===== src/rtl/mostra_sequencia_pkg.sv =====
// Shared types for the sequence presenter: FSM state encoding (mirrors db_estado)
// and the timer width helper.
package mostra_sequencia_pkg;

    typedef enum logic [3:0] {
        OCIOSO  = 4'd0,
        CARREGA = 4'd1,
        ACENDE  = 4'd2,
        APAGA   = 4'd3,
        PROXIMO = 4'd4,
        FIM     = 4'd5
    } estado_t;

    // Bits needed to hold max(on, off) - 1, never less than one bit.
    function automatic int largura_timer(input int on_cycles, input int off_cycles);
        int maior;
        int w;
        maior = (on_cycles > off_cycles) ? on_cycles : off_cycles;
        w     = $clog2(maior);
        return (w < 1) ? 1 : w;
    endfunction

endpackage


===== src/rtl/mostra_sequencia_if.sv =====
// Game-unit side of the presenter: start/pronto handshake plus the ROM read bus.
interface mostra_sequencia_if #(
    parameter int ADDR_W = 4,
    parameter int DATA_W = 4
);
    logic              iniciar;
    logic [ADDR_W-1:0] limite;
    logic              pronto;
    logic              mostrando;
    logic [ADDR_W-1:0] mem_endereco;
    logic [DATA_W-1:0] mem_dado;

    modport master (
        output iniciar, limite, mem_dado,
        input  pronto, mostrando, mem_endereco
    );

    modport slave (
        input  iniciar, limite, mem_dado,
        output pronto, mostrando, mem_endereco
    );
endinterface


===== src/rtl/mostra_sequencia_contador_tempo.sv =====
// Loadable down-counter with a zero flag; shared by the lit and dark phases.
module contador_tempo #(
    parameter int W = 1
) (
    input  logic         clock,
    input  logic         reset,
    input  logic         carrega,
    input  logic         decrementa,
    input  logic [W-1:0] valor,
    output logic         zero
);
    logic [W-1:0] conta;

    always_ff @(posedge clock) begin
        if (!reset) begin
            conta <= '0;
        end else if (carrega) begin
            conta <= valor;
        end else if (decrementa && conta != '0) begin
            conta <= conta - W'(1);
        end
    end

    assign zero = (conta == '0);
endmodule


===== src/rtl/mostra_sequencia.sv =====
// Plays ROM entries 0..limite on the LEDs (lit ON_CYCLES, dark OFF_CYCLES each).
// Optional abort input enabled by defining MOSTRA_SEQUENCIA_ABORTA_EN.
module mostra_sequencia
    import mostra_sequencia_pkg::*;
#(
    parameter int ON_CYCLES  = 1000,
    parameter int OFF_CYCLES = 500,
    parameter int ADDR_W     = 4,
    parameter int DATA_W     = 4
) (
    input  logic              clock,
    input  logic              reset,
`ifdef MOSTRA_SEQUENCIA_ABORTA_EN
    input  logic              abortar,
`endif
    mostra_sequencia_if.slave jogo,
    output logic [DATA_W-1:0] leds,
    output logic [3:0]        db_estado
);
    localparam int TW = largura_timer(ON_CYCLES, OFF_CYCLES);
    localparam logic [TW-1:0] CARGA_ON  = TW'(ON_CYCLES - 1);
    localparam logic [TW-1:0] CARGA_OFF = TW'(OFF_CYCLES - 1);

    estado_t           estado;
    estado_t           proximo;
    logic [ADDR_W-1:0] endereco;
    logic [ADDR_W-1:0] limite_reg;
    logic [DATA_W-1:0] entrada;

    logic              t_carrega;
    logic              t_decrementa;
    logic [TW-1:0]     t_valor;
    logic              t_zero;

    contador_tempo #(.W(TW)) u_timer (
        .clock      (clock),
        .reset      (reset),
        .carrega    (t_carrega),
        .decrementa (t_decrementa),
        .valor      (t_valor),
        .zero       (t_zero)
    );

    always_ff @(posedge clock) begin
        if (!reset) begin
            estado <= OCIOSO;
        end else begin
            estado <= proximo;
        end
    end

    always_comb begin
        proximo = estado;
        case (estado)
            OCIOSO:  if (jogo.iniciar) proximo = CARREGA;
            CARREGA: proximo = ACENDE;
            ACENDE:  if (t_zero) proximo = APAGA;
            APAGA:   if (t_zero) proximo = (endereco == limite_reg) ? FIM : PROXIMO;
            PROXIMO: proximo = CARREGA;
            FIM:     proximo = OCIOSO;
            default: proximo = OCIOSO;
        endcase
`ifdef MOSTRA_SEQUENCIA_ABORTA_EN
        if (abortar && estado != OCIOSO) begin
            proximo = OCIOSO;
        end
`endif
    end

    always_comb begin
        leds           = '0;
        jogo.mostrando = (estado != OCIOSO);
        jogo.pronto    = (estado == FIM);
        db_estado      = estado;
        t_carrega      = 1'b0;
        t_decrementa   = 1'b0;
        t_valor        = CARGA_ON;
        case (estado)
            CARREGA: t_carrega = 1'b1;
            ACENDE: begin
                leds         = entrada;
                t_decrementa = 1'b1;
                t_carrega    = t_zero;
                t_valor      = CARGA_OFF;
            end
            APAGA:   t_decrementa = 1'b1;
            default: ;
        endcase
    end

    // Address clears on every entry into OCIOSO (normal finish or abort).
    always_ff @(posedge clock) begin
        if (!reset) begin
            endereco   <= '0;
            limite_reg <= '0;
            entrada    <= '0;
        end else begin
            if (estado == OCIOSO && jogo.iniciar) begin
                limite_reg <= jogo.limite;
            end
            if (proximo == OCIOSO) begin
                endereco <= '0;
            end else if (estado == PROXIMO) begin
                endereco <= endereco + ADDR_W'(1);
            end
            if (estado == CARREGA) begin
                entrada <= jogo.mem_dado;
            end
        end
    end

    assign jogo.mem_endereco = endereco;
endmodule


===== src/flat_wrapper.sv =====
// flat-port wrapper written by rule: the top's interface ports become plain ports
module mostra_sequencia_flat import mostra_sequencia_pkg::*;
#(
    parameter int ON_CYCLES  = 1000,
    parameter int OFF_CYCLES = 500,
    parameter int ADDR_W     = 4,
    parameter int DATA_W     = 4
)
  (clock, reset, leds, db_estado, jogo_iniciar, jogo_limite, jogo_mem_dado, jogo_pronto, jogo_mostrando, jogo_mem_endereco);
  mostra_sequencia_if #(.ADDR_W(ADDR_W), .DATA_W(DATA_W)) jogo_i ();
  input  logic clock;
  input  logic reset;
  output logic [DATA_W-1:0] leds;
  output logic [3:0] db_estado;
  input wire logic [$bits(jogo_i.iniciar)-1:0] jogo_iniciar;
  input wire logic [$bits(jogo_i.limite)-1:0] jogo_limite;
  input wire logic [$bits(jogo_i.mem_dado)-1:0] jogo_mem_dado;
  output wire logic [$bits(jogo_i.pronto)-1:0] jogo_pronto;
  output wire logic [$bits(jogo_i.mostrando)-1:0] jogo_mostrando;
  output wire logic [$bits(jogo_i.mem_endereco)-1:0] jogo_mem_endereco;
  assign jogo_i.iniciar = jogo_iniciar;
  assign jogo_i.limite = jogo_limite;
  assign jogo_i.mem_dado = jogo_mem_dado;
  assign jogo_pronto = jogo_i.pronto;
  assign jogo_mostrando = jogo_i.mostrando;
  assign jogo_mem_endereco = jogo_i.mem_endereco;
  mostra_sequencia #(.ON_CYCLES(ON_CYCLES), .OFF_CYCLES(OFF_CYCLES), .ADDR_W(ADDR_W), .DATA_W(DATA_W)) u_core (.clock(clock), .reset(reset), .jogo(jogo_i), .leds(leds), .db_estado(db_estado));
endmodule

===== config.mk =====
export PLATFORM = sky130hd
export DESIGN_NAME = mostra_sequencia_flat
export DESIGN_NICKNAME = d
export VERILOG_FILES = /design/src/rtl/mostra_sequencia_pkg.sv /design/src/rtl/mostra_sequencia_if.sv /design/src/rtl/mostra_sequencia_contador_tempo.sv /design/src/rtl/mostra_sequencia.sv /design/src/flat_wrapper.sv
export SDC_FILE = /design/constraint.sdc
export NUM_CORES = 1
export LEC_CHECK = 0
export BUFFER_PORTS_ARGS = -buffer_cell sky130_fd_sc_hd__buf_2
export CAP_MARGIN = 20
export CORE_MARGIN = 1.5
export CORE_UTILIZATION = 54
export DETAILED_ROUTE_END_ITERATION = 10
export PLACE_DENSITY_LB_ADDON = 0.2
export SLEW_MARGIN = 40
export SYNTH_ARGS = -nofsm -noshare
export SYNTH_HDL_FRONTEND = slang
export SYNTH_SLANG_ARGS = --single-unit
export TNS_END_PERCENT = 30

===== constraint.sdc =====
create_clock -name clock -period 2.3 [get_ports clock]
set_input_delay 0.115 -clock clock [delete_from_list [all_inputs] [get_ports clock]]
set_output_delay 0.115 -clock clock [all_outputs]
set_load 0.03 [all_outputs]

Word level (Yosys, flattened, before mapping)
Index checks and enable logic that the tools add are counted.
{"block": "totals", "ff_bits": 26, "latchBits": 0, "ramBits": 0, "mem_bits_ro": 0, "out_inout_bits": 14, "word_cells": 35, "memories": 0}
{"block": "classes", "add_sub_neg": 2, "n_mul": 0, "n_div": 0, "order_cmp": 0, "eq_ne": 6, "n_shift": 0, "n_mux": 11, "n_bitwise": 1, "reduce_logical": 10}
{"cell": "two-way mux 10 bit", "count": 3}
{"cell": "one-hot mux 4 bit (5 select lines)", "count": 1}
{"cell": "two-way mux 4 bit", "count": 4}
{"cell": "logical NOT 10 bit", "count": 1}
{"cell": "nonzero test 10 bit", "count": 1}
{"cell": "subtractor 10 x 1 -> 10 bit (second input constant)", "count": 1}
{"cell": "== test 4 x 2 -> 1 bit (second input constant)", "count": 2}
{"cell": "== test 4 x 3 -> 1 bit (second input constant)", "count": 2}
{"cell": "logical NOT 4 bit", "count": 2}
{"cell": "adder 4 x 1 -> 4 bit (second input constant)", "count": 1}
{"cell": "== test 4 x 1 -> 1 bit (second input constant)", "count": 1}
{"cell": "== test 4 bit", "count": 1}
{"cell": "nonzero test 4 bit", "count": 1}
{"cell": "OR reduction 2 bit", "count": 2}
{"cell": "logical AND 1 bit", "count": 2}
{"cell": "two-way mux 1 bit", "count": 2}
{"cell": "one-hot mux 1 bit (2 select lines)", "count": 1}
{"cell": "nonzero test 2 bit", "count": 1}
{"cell": "inverter 1 bit", "count": 1}

Longest topological paths before layout
Gate-level depths: netlist (run 1).
{"block": "logic_depth", "depth_word": 6, "ltp_mapped": 7}

By module
From an unflattened synthesis (run 1), not the netlist that was laid out.
{"block": "hier_totals", "hier_cells": 155, "area_unflattened_um2": 1408.9}
{"module": "mostra_sequencia", "n_inst": 1, "cells_each": 81, "area_per_inst_um2": 810.8}
{"module": "contador_tempo", "n_inst": 1, "cells_each": 74, "area_per_inst_um2": 598.1}

Least setup slack after synthesis (run 1)
OpenSTA, ideal clock, no wires.
{"block": "synth_path", "path_kind": "register -> register", "from": "register u_core.estado[1] (netlist: u_core.db_estado[1])", "to": "register u_core.endereco[0] (netlist: u_core.jogo.mem_endereco[0])", "arrival_ps": 2105, "slack_ps": 104, "stages_incl_launch_ff": 6, "path_buffers": 1, "synth_period_minus_slack_ps": 2196, "cell_sequence": "dfxtp_1 -> buf_2 -> or4b_1 -> or4_4 -> nor3b_4 -> a311oi_1"}
{"block": "synth_via", "elab_chain_cells": 4, "word_cells_on_any_way": 11, "classes_between": "eq/ne: 4; mux: 4; reduce/logical: 3"}
{"item": "from (decl)", "line": "mostra_sequencia.sv:24", "text": "estado_t estado;"}
{"item": "from (signal assigned)", "line": "mostra_sequencia.sv:48", "text": "estado <= proximo;"}
{"item": "== test 4 x 3 -> 1 bit (tied with other cells)", "line": "mostra_sequencia.sv:54, mostra_sequencia.sv:103"}
{"item": "one-hot mux 4 bit (5 select lines)", "line": "mostra_sequencia.sv:54", "text": "case (estado)"}
{"item": "logical NOT 4 bit", "line": "mostra_sequencia.sv:101", "text": "if (proximo == OCIOSO) begin"}
{"item": "OR reduction 2 bit (no line)"}
{"item": "to (signal assigned)", "line": "mostra_sequencia.sv:104", "text": "endereco <= endereco + ADDR_W'(1);"}
{"item": "to (decl)", "line": "mostra_sequencia.sv:26", "text": "logic [ADDR_W-1:0] endereco;"}
Parallel ways exist; a longest one is shown, timed or not.
A chain may end at the register's enable or synchronous reset.

Worst setup path in the final report (run 1)
{"block": "layout_path", "from": "register u_core.estado[1] (netlist: u_core.db_estado[1])", "to": "register u_core.endereco[3] (netlist: u_core.jogo.mem_endereco[3])"}
Same word-level chain as after synthesis.

==> key figures, run 1 <==
Synthesis
  – Netlist area before placement: between 0.001 and 0.0015 mm2
  – Number of nets produced by synthesis: 160
  – Proportion of register bits with asynchronous set or reset after synthesis: 0
  – Main synth FF type: dfxtp_1
  – Total of flip-flops plus latches after synthesis: 26
  – Per-instance average area after synthesis: ~9.3 um2
  – Cell types with the largest area share after synthesis: dfxtp_1 (38%), mux2i_1 (5.1%), xor2_1 (3.9%), a21oi_1 (3.7%), nand2_1 (3.6%)
  – Synthesized netlist cell count: between 100 and 150
  – Biggest area consumer among synthesized cells: dfxtp_1
  – Post-synth top area share: 0.382
  – Number of distinct library cells after synthesis: 47
  – Number of warnings printed during yosys synthesis: 0
  – Number of enable-type register cells in the synthesized netlist: 0
  – Sequential-to-total area share from yosys stat: 0.382

Outcome
  – Run status: finished clean

Critical path
  – Reg2Reg Depth: 4
  – Worst Setup Path Type: reg -> reg
  – Worst reg2reg setup slack: 0.13 ns
  – Worst flop-to-flop path startpoint: u_core.db_estado[1]
  – Worst Setup Start Kind: flop
  – Worst flop-to-flop path endpoint: u_core.jogo.mem_endereco[3]
  – Worst Setup End Kind: flop
  – Critical Path AT: 2.40 ns
  – Critical path peak fanout: 10
  – CP required: approximately 2.5 ns

Power
  – Post-layout total power: 0.747 mW
  – Pwr dens: slightly below 500 mW/mm2
  – IR drop worst, VDD: ~0.00035 V
  – Leakage power: about 0.64 nW

Layout
  – Antenna diode instance count: 0
  – Most flops, register: u_core.u_timer.conta
  – Non-Filler Instances: about 200
  – Nets: approximately 190
  – Max reg flops: 10
  – Fraction of final layout cells with drive strength greater than 1: 0.234
  – Area Overhead vs Synth: 13.3%

Clocking
  – Clock latency on the worst-skew pair: roughly 0.32 ns
  – Inserted Clock Buffers: 3
  – CTS Hold Buffers Added: 0
  – Post-cts repair resize count: 0
  – Number of buffers on the longest clock path: 2
  – Clk Tree Root Cell: clkbuf_4
  – Clock H-tree levels: 1
  – Clk pin slew, worst setup/hold paths: 0.13 ns
  – # Post-CTS Setup Buffers: 0
  – CTS sink count: 26
  – CTS tree: built

Detailed routing
  – Antenna viol nets, final: 0
  – First DRT Iteration DRCs: 22
  – Residual DRC count: 0
  – Number of detailed-route iterations in the first pass: 4
  – Number of vias per cell after detailed routing: around 5.8
  – Final routed wirelength across all metal layers: around 2800 um
  – Count of vias placed by the detailed router: approximately 1.2k
  – Post-DR wirelength/cell: about 14 um

Floorplanning
  – Std-Cell Rows: 18
  – Overall die width: ~53 um
  – Chip height: roughly 53 um
  – Number of ports placed on the die boundary: 25
  – Starting Density: 0.560
  – Area enclosed by the die boundary: about 0.0028 mm2
  – Standard cell core area: roughly 0.0024 mm2

STA
  – Final period util: 0.943
  – Max-slew violation count: 0
  – Post-route clock skew: 0.00299 ns
  – Actual transition at the worst max-transition pin: roughly 0.70 ns
  – Total setup violations reported at the end of the flow: 0
  – Number of hold violations in the final report: 0
  – Setup TNS Final: 0 ns
  – Setup repair after global routing missed its margin: false
  – Maximum achievable frequency: about 460 MHz
  – Slew Limit Headroom: 0.532
  – Min cycle time layout: around 2.2 ns

Place
  – Post-DP HPWL: 2090 um
  – Routability congestion estimate: 0.847
  – Port Buf Inserts: 24
  – Cell count after placement: 198

Flow run
  – Count of maximum capacitance violations: 0

Global routing
  – First-pass GRT wire length: ~4600 um
  – Antenna violations before repair: 0
  – Vias in the first global route: a little over 1k
  – Leftover overflow at the end of global routing: 0
  – Combined global-route utilization of all metal layers: 0.218
  – Largest net degree at the start of global routing: 17

Hold path
  – Worst hold path depth: 3
  – Worst Hold Launch: jogo_mem_dado[0]
  – Hold path endpoint: u_core.entrada[0]
  – Hold/Removal Path Class: in -> reg
## synthesized netlist by cell type, types with 2 or more instances
library cell,instances
a31oi_1,4
o31ai_1,4
xor2_1,6
nor3_1,4
inv_1,3
nand2_1,13
buf_2,2
or4_4,2
o21ai_0,2
nor4b_1,2
a21oi_1,10
nor2_1,8
mux2i_1,7
a311oi_1,4
ha_1,2
or3_1,4
nand4b_1,2
xnor2_1,2
and2_1,4
nor4bb_1,2
clkbuf_1,6
dfxtp_1,26
or4_1,3
nand3b_1,2
## per-layer routing
layer	part of all wire	vias to the layer above	wire length, um	track usage
met4	0.015	0	43	0.0769
met3	0.027	5	76	0.0254
li1	-	599	-	-
met1	0.50	543	1410	0.311
met5	0	-	0	0
met2	0.45	23	1280	0.335
## stage by stage
| step | hold slack, ns | cell area (um2) | util | worst slack [ns] |
|---|---|---|---|---|
| 2_1_floorplan | 0.251 | 1360 | - | 0.104 |
| 3_3_place_gp | 0.353 | 1520 | 0.626 | 0.223 |
| 3_5_place_dp | 0.363 | 1520 | 0.626 | 0.161 |
| 4_1_cts | 0.00888 | 1540 | 0.635 | 0.129 |
| 5_1_grt | 0.00893 | 1540 | 0.635 | 0.0361 |
| 6_report | 0.0158 | 1540 | 0.635 | 0.132 |
## layout make-up
cell class,count,area [um2]
clock buffer,3,22.5
fill,199,888
inverter,3,11.3
multi-input combinational,109,787
sequential,26,520
tap,30,37.5
timing repair buffer,30,165
## layout by cell type (no fill, tap or decap), drive strengths merged, types with 4 or more instances in the layout
master | synthesis | routed
a21oi | 10 | 10
a311oi | 5 | 5
a31oi | 4 | 4
and2 | 4 | 4
buf | 3 | 30
dfxtp | 26 | 26
mux2i | 7 | 7
nand2 | 13 | 13
nor2 | 8 | 8
nor3 | 4 | 4
o31ai | 4 | 4
or3 | 4 | 4
or4 | 5 | 5
xor2 | 6 | 6
## logic make-up (layout without fill, tap and decap cells)
logic type,count (synthesis),count (layout),synth area share
AO/OA/AOI/OAI,33,33,0.174
other,1,1,0.00275
buffers and inverters,12,36,0.0404
AND/OR/NAND/NOR,57,57,0.272
adder cells (fa/ha/maj),2,2,0.0184
multiplexers,8,8,0.0597
flip-flops,26,26,0.382
XOR/XNOR,8,8,0.0514
## report_power, final
group / internal [mW] / leakage [nW] / switching (mW)
registers: 0.460 / 0.211 / 0.00888
clock network: 0.0614 / 0.0138 / 0.130
logic: 0.0357 / 0.419 / 0.0507
total: 0.557 / 0.644 / 0.190
## how the worst max path moves through the flow
stage                                       end  cells past startpoint  slack (ns)                start
floorplan           u_core.jogo.mem_endereco[0]                      5        0.10  u_core.db_estado[1]
global placement    u_core.jogo.mem_endereco[2]                      4        0.22  u_core.db_estado[1]
detailed placement  u_core.jogo.mem_endereco[3]                      4        0.16  u_core.db_estado[1]
CTS                 u_core.jogo.mem_endereco[3]                      4        0.13  u_core.db_estado[1]
global route        u_core.jogo.mem_endereco[1]                      4        0.04  u_core.db_estado[1]
finish              u_core.jogo.mem_endereco[3]                      4        0.13  u_core.db_estado[1]
## worst max-delay path: stages, from the launching register on
cell and delay [ns]:
dfxtp_1 0.55, or4b_1 0.48, or4_4 0.57, nor3b_4 0.19, a311oi_1 0.30
No activity file was read; power rests on OpenSTA's default activity.
==> run 2, diff against run 1 <==
Settings changed: CORE_UTILIZATION 54 to 25.
==> key figures, run 2 (synthesis gave the netlist of run 1 again) <==
STA
  – Number of hold violations in the final report: 0 (unchanged)
  – Maximum achievable frequency: 474 MHz (was 461 MHz)
  – Post-route clock skew: 0.00696 ns (was 0.00299 ns)
  – Smallest hold slack: 0.0582 ns (was 0.0158 ns)
  – Actual transition at the worst max-transition pin: 0.730 ns (was 0.702 ns)
  – Final period util: 0.918 (was 0.943)
  – Setup TNS Final: 0 ns (unchanged)
  – Max-slew violation count: 0 (unchanged)
  – Total setup violations reported at the end of the flow: 0 (unchanged)
  – Final worst-path setup slack: 0.189 ns (was 0.132 ns)
  – Slew Limit Headroom: 0.513 (was 0.532)
  – Setup repair after global routing missed its margin: false (unchanged)
  – Min cycle time layout: 2.11 ns (was 2.17 ns)

Layout
  – Max reg flops: 10 (unchanged)
  – Nets: 188 (was 186)
  – Most flops, register: u_core.u_timer.conta (unchanged)
  – Leading cell type in the layout, fill and taps excluded: dfxtp_1 (unchanged)
  – Core occupancy in the finished layout: 0.321 (was 0.635)
  – Fraction of final layout cells with drive strength greater than 1: 0.247 (was 0.234)
  – Antenna diode instance count: 0 (unchanged)
  – Final Cell Area: 0.00166 mm2 (was 0.00154 mm2)
  – Most used cells in the layout excluding fill and tap cells: dfxtp_1 (26), buf_2 (24), nand2_1 (13) (unchanged)
  – Area Overhead vs Synth: 21.7% (was 13.3%)

Power
  – Sequential share of power: 0.493 (was 0.628)
  – Leakage power: 0.677 nW (was 0.644 nW)
  – IR drop worst, VDD: 0.000202 V (was 0.000348 V)
  – Switching part of the total: 0.230 (was 0.254)
  – Net switching power: 0.218 mW (was 0.190 mW)
  – Pwr dens: 571 mW/mm2 (was 484 mW/mm2)
  – Comb pwr share: 0.096 (was 0.116)
  – Power Internal: 0.729 mW (was 0.557 mW)
  – Clk pwr share: 0.411 (was 0.256)

Floorplanning
  – Standard cell core area: 0.00517 mm2 (was 0.00243 mm2)
  – Number of ports placed on the die boundary: 25 (unchanged)
  – Overall die width: 76.8 um (was 53.2 um)
  – Chip height: 76.8 um (was 53.2 um)
  – Std-Cell Rows: 26 (was 18)
  – Area enclosed by the die boundary: 0.00590 mm2 (was 0.00283 mm2)
  – Starting Density: 0.263 (was 0.560)

Global routing
  – Vias in the first global route: 1149 (was 1034)
  – Combined global-route utilization of all metal layers: 0.116 (was 0.218)
  – Largest net degree at the start of global routing: 17 (unchanged)
  – Antenna violations before repair: 0 (unchanged)
  – First-pass GRT wire length: 5480 um (was 4580 um)
  – Leftover overflow at the end of global routing: 0 (unchanged)

Place
  – Post-place instance area: 0.00159 mm2 (was 0.00152 mm2)
  – Port Buf Inserts: 24 (unchanged)
  – Setup slack after placement: 0.219 ns (was 0.161 ns)
  – Routability congestion estimate: 0.811 (was 0.847)
  – Post-DP HPWL: 2500 um (was 2090 um)

Detailed routing
  – Number of detailed-route iterations in the first pass: 4 (unchanged)
  – First DRT Iteration DRCs: 39 (was 22)
  – Antenna viol nets, final: 0 (unchanged)
  – Count of vias placed by the detailed router: 1195 (was 1170)
  – Final routed wirelength across all metal layers: 3330 um (was 2810 um)
  – Post-DR wirelength/cell: 13.6 um (was 14.0 um)
  – Number of vias per cell after detailed routing: 4.90 (was 5.82)
  – Residual DRC count: 0 (unchanged)

Critical path
  – Critical Path AT: 2.31 ns (was 2.40 ns)
  – Critical path peak fanout: 10 (unchanged)
  – CP required: 2.50 ns (was 2.53 ns)
  – Worst Setup End Kind: flop (unchanged)
  – Worst setup startpoint: u_core.db_estado[2] (was u_core.db_estado[1])
  – Worst flop-to-flop path startpoint: u_core.db_estado[2] (was u_core.db_estado[1])
  – Worst Setup Start Kind: flop (unchanged)
  – Worst Setup Path Type: reg -> reg (unchanged)

Clocking
  – # Post-CTS Setup Buffers: 0 (unchanged)
  – Post-cts repair resize count: 0 (unchanged)
  – Number of buffers on the longest clock path: 2 (unchanged)
  – CTS sink count: 26 (unchanged)
  – CTS tree: built (unchanged)
  – Clk pin slew, worst setup/hold paths: 0.10 ns (was 0.13 ns)
  – Clk Tree Root Cell: clkbuf_8 (was clkbuf_4)
  – CTS Hold Buffers Added: 0 (unchanged)
  – Clock H-tree levels: 1 (unchanged)
  – Clock latency on the worst-skew pair: 0.28 ns (was 0.32 ns)
  – Inserted Clock Buffers: 3 (unchanged)

Outcome
  – Run status: finished clean (unchanged)

Hold path
  – Worst Hold Launch: jogo_mem_dado[2] (was jogo_mem_dado[0])
  – Hold/Removal Path Class: in -> reg (unchanged)

Flow run
  – Count of maximum capacitance violations: 0 (unchanged)
==> run 2: cell type report <==
type	count	area [um2]
fillers	555	3510
multi-input cells	109	787
flip-flops and latches	26	520
repair buffers	32	180
well taps	70	87.6
clock buffers	3	41.3
clock inverters	1	30.0
inverters	3	11.3
==> run 2: power by group through the flow <==
stage	registers, mW	logic [mW]	clock network (mW)
2_1_floorplan	0.479	0.0622	0
3_3_place_gp	0.477	0.0894	0
3_5_place_dp	0.477	0.0917	0
4_1_cts	0.467	0.0919	0.400
5_1_grt	0.468	0.101	0.418
6_report	0.467	0.0910	0.389
==> run 2: final timing paths <==
check                            end  slack [ns]  depth (start not counted)
max reg2reg  u_core.u_timer.conta[6]        0.19                          6
max          u_core.u_timer.conta[6]        0.19                          6
min                u_core.entrada[2]        0.06                          3
min reg2reg        u_core.entrada[2]        0.45                          2
==> run 2: per-stage QoR <==
stage / power [mW] / instances
detailed placement: 0.569 / 240
global route: 0.987 / 244
floorplan: 0.541 / 147
global placement: 0.566 / 240
CTS: 0.959 / 244
finish: 0.947 / 244
==> run 2: metal layers <==
layer,vias up,part of all wire,GRT usage
li1,606,-,-
met1,560,0.46,0.137
met2,24,0.49,0.204
met3,5,0.029,0.0119
met4,0,0.021,0.0611
met5,-,0,0
==> run 2: critical path, stage by stage, from the launching register on <==
cell	delay [ns]
dfxtp_1	0.33
buf_4	0.16
nor3b_1	0.44
o31ai_1	0.23
buf_4	0.22
or4_1	0.47
a31oi_1	0.18
